[src/rtl/kyber_pkg.sv]
// Shared constants and sequencer state encoding for the Kyber polynomial
// arithmetic blocks.
package kyber_pkg;

   localparam int Q              = 3329;
   localparam int DATA_WIDTH_DEF = 14;

   typedef enum logic [1:0] {
      IDLE,
      ISSUE,
      DRAIN,
      DONE
   } state_t;

endpackage

[src/rtl/modular_substraction.sv]
// Combinational modular subtraction z = (x - y) mod Q.
// A borrow out of the widened difference means the result went negative.
module modular_substraction
   import kyber_pkg::*;
#(
   parameter int DATA_WIDTH = DATA_WIDTH_DEF
) (
   input  logic [DATA_WIDTH-1:0] x,
   input  logic [DATA_WIDTH-1:0] y,
   output logic [DATA_WIDTH-1:0] z
);

   logic [DATA_WIDTH:0] diff;

   assign diff = {1'b0, x} - {1'b0, y};

   // Out-of-range inputs are not folded further; the truncated value is returned.
   assign z = diff[DATA_WIDTH] ? (diff[DATA_WIDTH-1:0] + DATA_WIDTH'(Q))
                               : diff[DATA_WIDTH-1:0];

endmodule

[src/rtl/poly_sub_seq.sv]
// Streams c[i] = (a[i] - b[i]) mod Q over one polynomial, one coefficient per
// cycle, from shared-address A/B memories into a registered C write port.
//
// state | meaning
// IDLE  | waiting for start; len sampled here
// ISSUE | one A/B read per cycle, rd_addr counting up from 0
// DRAIN | reads finished, waiting for the last write to leave the pipeline
// DONE  | one-cycle done pulse
module poly_sub_seq
   import kyber_pkg::*;
#(
   parameter int DATA_WIDTH = DATA_WIDTH_DEF,
   parameter int ADDR_WIDTH = 8,
   parameter int N_COEFF    = 256,
   parameter int RAM_LAT    = 1
) (
   input  logic                  clk,
   input  logic                  rst,
   input  logic                  start,
   input  logic [ADDR_WIDTH:0]   len,
   output logic                  busy,
   output logic                  done,
   output logic                  rd_en,
   output logic [ADDR_WIDTH-1:0] rd_addr,
   input  logic [DATA_WIDTH-1:0] rd_a,
   input  logic [DATA_WIDTH-1:0] rd_b,
   output logic                  wr_en,
   output logic [ADDR_WIDTH-1:0] wr_addr,
   output logic [DATA_WIDTH-1:0] wr_data
);

   state_t                state_q;
   state_t                state_nxt;
   logic [ADDR_WIDTH:0]   len_clamped;
   logic [ADDR_WIDTH:0]   remain_q;
   logic [ADDR_WIDTH-1:0] addr_q;
   logic                  issue_last;
   logic [RAM_LAT-1:0]    pipe_vld;
   logic [ADDR_WIDTH-1:0] pipe_addr [RAM_LAT];
   logic [DATA_WIDTH-1:0] diff;

   assign len_clamped = (len > (ADDR_WIDTH+1)'(N_COEFF)) ? (ADDR_WIDTH+1)'(N_COEFF) : len;

   // Remaining-reads down-counter; the final read is issued at terminal count 1.
   assign issue_last = (remain_q == (ADDR_WIDTH+1)'(1));

   assign rd_en   = (state_q == ISSUE);
   assign rd_addr = rd_en ? addr_q : '0;
   assign busy    = (state_q == ISSUE) || (state_q == DRAIN);
   assign done    = (state_q == DONE);

   always_comb begin
      state_nxt = state_q;
      case (state_q)
         IDLE: begin
            if (start) begin
               state_nxt = (len_clamped == '0) ? DONE : ISSUE;
            end
         end
         ISSUE: begin
            if (issue_last) begin
               state_nxt = DRAIN;
            end
         end
         DRAIN: begin
            // The pipeline never has bubbles, so an empty pipe behind a write marks the last one.
            if (wr_en && (pipe_vld == '0)) begin
               state_nxt = DONE;
            end
         end
         DONE: begin
            state_nxt = IDLE;
         end
         default: begin
            state_nxt = IDLE;
         end
      endcase
   end

   modular_substraction #(
      .DATA_WIDTH(DATA_WIDTH)
   ) u_sub (
      .x(rd_a),
      .y(rd_b),
      .z(diff)
   );

   always_ff @(posedge clk) begin
      if (rst) begin
         state_q  <= IDLE;
         remain_q <= '0;
         addr_q   <= '0;
         pipe_vld <= '0;
         for (int k = 0; k < RAM_LAT; k++) begin
            pipe_addr[k] <= '0;
         end
         wr_en    <= 1'b0;
         wr_addr  <= '0;
         wr_data  <= '0;
      end else begin
         state_q <= state_nxt;

         if ((state_q == IDLE) && start) begin
            remain_q <= len_clamped;
            addr_q   <= '0;
         end else if (rd_en) begin
            remain_q <= remain_q - (ADDR_WIDTH+1)'(1);
            addr_q   <= addr_q + ADDR_WIDTH'(1);
         end

         // Stage RAM_LAT-1 lines up with the memory data for the same address.
         pipe_vld[0]  <= rd_en;
         pipe_addr[0] <= rd_addr;
         for (int k = 1; k < RAM_LAT; k++) begin
            pipe_vld[k]  <= pipe_vld[k-1];
            pipe_addr[k] <= pipe_addr[k-1];
         end

         wr_en <= pipe_vld[RAM_LAT-1];
         if (pipe_vld[RAM_LAT-1]) begin
            wr_addr <= pipe_addr[RAM_LAT-1];
            wr_data <= diff;
         end
      end
   end

endmodule

[config.mk]
export PLATFORM = sky130hd
export DESIGN_NAME = poly_sub_seq
export DESIGN_NICKNAME = d
export VERILOG_FILES = /design/src/rtl/kyber_pkg.sv /design/src/rtl/modular_substraction.sv /design/src/rtl/poly_sub_seq.sv
export SDC_FILE = /design/constraint.sdc
export NUM_CORES = 1
export LEC_CHECK = 0
export ABC_AREA = 1
export BUFFER_PORTS_ARGS = -buffer_cell sky130_fd_sc_hd__buf_2
export CAP_MARGIN = 10
export CORE_UTILIZATION = 30
export DETAILED_ROUTE_END_ITERATION = 8
export PLACE_DENSITY = 0.47
export SETUP_SLACK_MARGIN = 0.15
export SKIP_CTS_REPAIR_TIMING = 1
export SYNTH_ARGS = -nofsm -noshare
export SYNTH_HDL_FRONTEND = slang
export SYNTH_HIERARCHICAL = 1
export SYNTH_SLANG_ARGS = --single-unit
[constraint.sdc]
create_clock -name clk -period 2 [get_ports clk]
set_input_delay 0.3 -clock clk [delete_from_list [all_inputs] [get_ports clk]]
set_output_delay 0.3 -clock clk [all_outputs]
set_load 0.02 [all_outputs]
# Word-level counts from Yosys, hierarchy flattened
# Memory sizes are Yosys's and may differ from the RTL's. A register that Yosys moved wholly into a read port is not among the register bits.
# Index checks and enable logic that the tools add are counted.
# totals
output_inout_bits	34
n_memories	1
wordCells	44
reg_bits	35
ramBits	8
inputBits	40
# memory_table
memory	depth	word_bits	rd	rd_clocked_by_memory_dff	write_ports	line	source
pipe_addr	1	8	1	1	1	poly_sub_seq.sv:39	logic [ADDR_WIDTH-1:0] pipe_addr [RAM_LAT];
# classes
n_reduce_logical	9
order_cmp	1
n_bitwise	1
eq_ne	7
n_addsub	4
n_mux	15
# op_table
op	n
9-bit 2-to-1 mux	3
8-bit 2-to-1 mux	2
14-bit by 14-bit subtractor with 15-bit output	1
14-bit by 12-bit adder with 14-bit output, second input constant	1
14-bit 2-to-1 mux	1
9-bit by 1-bit == test with 1-bit output, second input constant	1
9-bit greater-than comparator, second input constant	1
9-bit logical NOT	1
9-bit by 1-bit subtractor with 9-bit output, second input constant	1
8-bit by 1-bit adder with 8-bit output, second input constant	1
2-bit 2-to-1 mux	4
2-bit case mux with 4 select lines	1
8-bit OR reduction	1
2-bit == test, second input constant	2
1-bit 2-to-1 mux	4
2-bit by 1-bit != test with 1-bit output, second input constant	2
3-bit AND reduction	1
2-bit by 1-bit == test with 1-bit output, second input constant	1
1-bit logical AND	2
2-bit logical NOT	1
2-bit != test, second input constant	1
2-bit nonzero test	1
2-bit OR reduction	1
1-bit logical OR	1
1-bit inverter	1

# Depth between registers and ports, before layout
# logic_depth
ltp_word	6
ltp_mapped	19
depth_no_buf	19

# Cells and area by module
# Netlist, hierarchy kept.
# modules_own_cells
mod	seq_area_each_um2	cells_each	area_each_um2	n_inst
poly_sub_seq	1021.0	321	2273.4	1
modular_substraction	0.0	243	1310.0	1

# Worst setup path before layout
# No wires, ideal clock.
# synth_timing
path_kind	input port to flip-flop
from	in rd_a[0]
to	reg wr_data[12]
setup_ns	0.113
n_path_buf	0
t_required_ns	1.887
cell_stages	18
path_slack_ns	-0.144
arrival_time_ns	2.031
cell_sequence	inv_1 ha_1 fa_1 inv_1 ha_1 inv_1 nor2_1 nand3_1 nor2_2 nand2_1 nand2_1 nand2_2 nand2_2 nand2_1 nand2_1 nand2_1 nor2_1 nor2_1
# synth_between
elab_chain_len	3
# synth_lines
element	line	source
start: declaration	poly_sub_seq.sv:25	input logic [DATA_WIDTH-1:0] rd_a,
14-bit by 14-bit subtractor with 15-bit output (*)	modular_substraction.sv:15	assign diff = {1'b0, x} - {1'b0, y};
14-bit by 12-bit adder with 14-bit output	modular_substraction.sv:18	assign z = diff[DATA_WIDTH] ? (diff[DATA_WIDTH-1:0] + DATA_WIDTH'(Q))
14-bit 2-to-1 mux (*)	modular_substraction.sv:18	
named net diff[12]	poly_sub_seq.sv:40	logic [DATA_WIDTH-1:0] diff;
end signal: assignment	poly_sub_seq.sv:122	wr_data <= diff;
end: declaration	poly_sub_seq.sv:29	output logic [DATA_WIDTH-1:0] wr_data
# Mark *: on every way through the listed nets, which the timed path passes. The rest lies on a longest branch.
# A chain may end at the register's enable or synchronous reset.

# Final worst setup path
# layout_timing
from	in rd_b[0]
to	reg wr_data[12]
# layout_between
elab_chain_len	3
# layout_lines
element	line	source
start: declaration	poly_sub_seq.sv:26	input logic [DATA_WIDTH-1:0] rd_b,
14-bit by 14-bit subtractor with 15-bit output (*)	modular_substraction.sv:15	
14-bit by 12-bit adder with 14-bit output	modular_substraction.sv:18	
14-bit 2-to-1 mux (*)	modular_substraction.sv:18	
named net diff[12]	poly_sub_seq.sv:40	
# Marks and branches as above.

==> results.txt <==
The number of iterations in the first detailed-routing pass came out at 7. By startpoint and endpoint, the worst setup path is classified as in -> reg. Together, buffers and inverters on the worst path number 3. The number of setup violations in the final report is 0.

The leading cell type in the layout, fill and taps excluded is sky130_fd_sc_hd__nand2_1. The first-pass GRT wire length is about 15000 µm. Walking the worst path, the cells encountered are buf_2 -> ha_4 -> fa_2 -> inv_2 -> ha_4 -> inv_2 -> nor2_4 -> nand3_2 -> nor2_4 -> nand2_2 -> nand2_2 -> nand2_2 -> nand2_2 -> nand2_1 -> nand2_1 -> nand2_1 -> nor2_1 -> nor2_1. The die is between 100 and 150 µm tall. The synthesized area per cell came out at approximately 6.4 µm². The largest individual stage delay along the critical path comes from the cell sky130_fd_sc_hd__fa_2. The count of cell types in the netlist came out at 40. The number of synthesized flops with an enable pin is 0. The peak ir drop on the vdd network came out at roughly 0.42 mV. The mean number of vias per cell is roughly 4.5. The fraction of synthesized cell area taken by the top area cell type is 28.49%. The total power came out at 4.603 mW. The number of buffers created by CTS is 5. The switching power total came out at ~2 mW. Leaving out fill and tap cells, the most frequent cells in the layout are sky130_fd_sc_hd__nand2_1 (117), sky130_fd_sc_hd__nor2_1 (86), sky130_fd_sc_hd__inv_1 (76), sky130_fd_sc_hd__buf_2 (72), sky130_fd_sc_hd__dfxtp_1 (51). The number of placed I/O pins came out at 74.

The pin count of the biggest net entering global routing came out at 25. The number of nets with antenna violations after routing is 0. The via count of the first global-routing pass is 3334. The post-route fraction of the period consumed by the critical path came out at 96.02%. The post-route clock skew is slightly below 0.009 ns. The static leakage came out at 2.540 nW. On the critical path the largest part of the delay comes from simple AND/OR/NAND/NOR gates.

TritonCTS built the clock tree. The part of the power in the clock network is between 10% and 20%. The data required time at the worst endpoint is 2.18 ns. The final net count is about 740. The routability congestion estimate is approximately 0.8. For this run, the register share of the synthesized area comes to about 28%. The total internal power came out at between 2 and 3 mW. Of all nets on the critical path, the largest fanout is 3. The number of port buffers is between 70 and 80.

The initial standard-cell utilization of the core is a little under a third. The proportion of power drawn by flip-flops and latches came out at 30.6%. The cell repeated most along the worst path is sky130_fd_sc_hd__nand2_2. After clock tree synthesis, the clock-pin slew on the worst setup and hold paths is roughly 0.07 ns. Synthesis produced a netlist with a net count of around 630. The tool flagged a number of max-cap violations equal to 0. The longest clock path from root to sink contains 2 buffers. The overall via count from detail_route came out at 3678. The overall routed net length is between 8000 and 9000 µm. For this run, design rule violations remaining after detail routing come to 15.

The global routing usage summed across all routing layers is 14.64%. The number of cells on the worst hold path came out at 3. The number of pins with negative max-slew slack in the final report was 0.

The area of the die is ~12000 µm². The mean routed wirelength per cell is between 10 and 15 µm. The peak per-stage delay on the critical path came out at around 0.46 ns.

The floorplan step defined a core boundary enclosing ~12000 µm². The fraction of final layout cells with drive strength greater than 1 came out at approximately a third. The tree is rooted in a sky130_fd_sc_hd__clkbuf_16.

The number of antenna violations at the first check in global routing is 0. The total number of placement rows is 39. For this run, the leading register cell type out of synthesis is sky130_fd_sc_hd__dfxtp_1. The combinational cell fraction of total power came out at roughly 51%. The critical path launch point type is a primary input. Yosys attributes the largest share of cell area to sky130_fd_sc_hd__dfxtp_1 (28%), sky130_fd_sc_hd__nand2_1 (14%), sky130_fd_sc_hd__nor2_1 (9.3%). The run finished, with violations left. The worst hold-check path type is in -> reg. Data arrives at the worst endpoint at approximately 2.1 ns. Setup repair after global routing could not meet its margin everywhere.

The net switching share of the total power came out at about 43%. The wire-length estimate of the detail-placed layout is 7000 µm. The first routing iteration left between 150 and 200 violations. The final reports fail on DRC. The clock reaches the later pin of the worst-skew pair after around 0.29 ns. The number of antenna cells inserted came out at 0. The final hold slack is around 0.27 ns. The normalized max-slew margin came out at ~73%. The measured slew at the worst slew-check pin came out at between 0.4 and 0.5 ns. The biggest area contributor in the post-synthesis netlist is sky130_fd_sc_hd__dfxtp_1. The number of clock sinks seen by CTS came out at 51. The number of synthesis warnings came out at 6. The post-synthesis instance total came out at 564. The area growth from synthesis to layout is 34.36%.

The fmax came out at 0.5207 GHz. For this run the aggregate overflow at the end of global routing stands at 0. The total number of cells along the worst setup path is 18.

CTS built an H-tree with a depth of 2. STA classifies the critical path endpoint as a flip-flop. The post-synthesis instance area is roughly 3600 µm². The worst-case reg-to-reg path depth came out at 8. Dividing total power by cell area gives a power density of roughly 960 nW/µm².

The die is 111.3 µm wide. Counting flops with an async set or reset pin after synthesis yields a share of 0%. The synthesis-stage register bit count came out at between 50 and 60. The hold violation total from the final report is 0. The smallest clock period supported by the final layout is computed as roughly 1.9 ns.
## per-stage QoR
| stage | setup TNS, ns | cell area [µm²] | utilization (%) | std cells | setup WS (ns) |
|---|---|---|---|---|---|
| global placement | -3.362 | 4373 | 37.97 | 803 | -0.3668 |
| detailed placement | -3.592 | 4373 | 37.97 | 803 | -0.3821 |
| global route | -0.1593 | 4815 | 41.81 | 819 | -0.1087 |
| floorplan | -0.1448 | 3638 | - | 564 | -0.06395 |
| finish | 0 | 4815 | 41.81 | 819 | 0.07957 |
| CTS | -0.2260 | 4521 | 39.25 | 811 | -0.07969 |
## Yosys cell counts (all sizes together) (2+ instances only)
library cell  number
a21oi             20
buf                7
clkbuf             7
dfxtp             51
ha                23
inv               91
nand2            151
nand3             37
nand4             10
nor2              98
nor3               3
nor3b              2
o21ai             43
xnor2              4
xor2               7
## tightest hold or removal path, cell delays in order
cell and delay (ns):
sky130_fd_sc_hd__buf_2 0.10, sky130_fd_sc_hd__nand2_1 0.06, sky130_fd_sc_hd__a21oi_1 0.05
## logic make-up (layout without fill, tap and decap cells)
kind of cell    after synthesis  after routing  share of synthesized area (%)
simple gates                304            304                          37.57
flops                        51             51                          28.49
xor+xnor                     11             11                          2.898
buf+inv                     106            218                          12.15
compound gates               68             68                          10.30
fa+ha+maj                    24             24                          8.590
## final cells by class
class                      instances  area [µm²]
fill                            1236        6701
timing repair buffer             118       713.2
clock inverter                     3       22.52
sequential                        51        1021
inverter                          92       370.4
tap                              143       178.9
clock buffer                       5       125.1
multi-input combinational        407        2384
## state kept, by name (all words and copies together) (netlist names)
name / cells
wr_en: 1
wr_data: 14
state_q: 2
pipe_vld: 1
pipe_addr: 8
remain_q: 9
addr_q: 8
wr_addr: 8
## worst paths after layout
path | start | to | slack [ns]
hold / removal | len[1] | remain_q[1] | 0.27
setup / recovery | rd_b[0] | wr_data[12] | 0.08
setup reg to reg | state_q[0] | remain_q[7] | 0.29
hold reg to reg | pipe_addr[0][1] | wr_addr[1] | 0.46
## power by group through the flow
stage / sequential, mW / combinational [mW] / clock, mW
after floorplan: 1.50 / 1.50 / 0
after global placement: 1.42 / 2.17 / 0
after detailed placement: 1.43 / 2.19 / 0
after CTS: 1.40 / 2.20 / 0.889
after global routing: 1.44 / 2.64 / 0.930
final: 1.41 / 2.33 / 0.858
## routing by layer
| layer | GRT usage, % | routed length (µm) |
|---|---|---|
| met1 | 20.95 | 4581 |
| met2 | 22.46 | 3763 |
| met3 | 2.952 | 580 |
| met4 | 3.243 | 63 |
| met5 | 0 | 0 |
(Power assumes the default switching activity.)
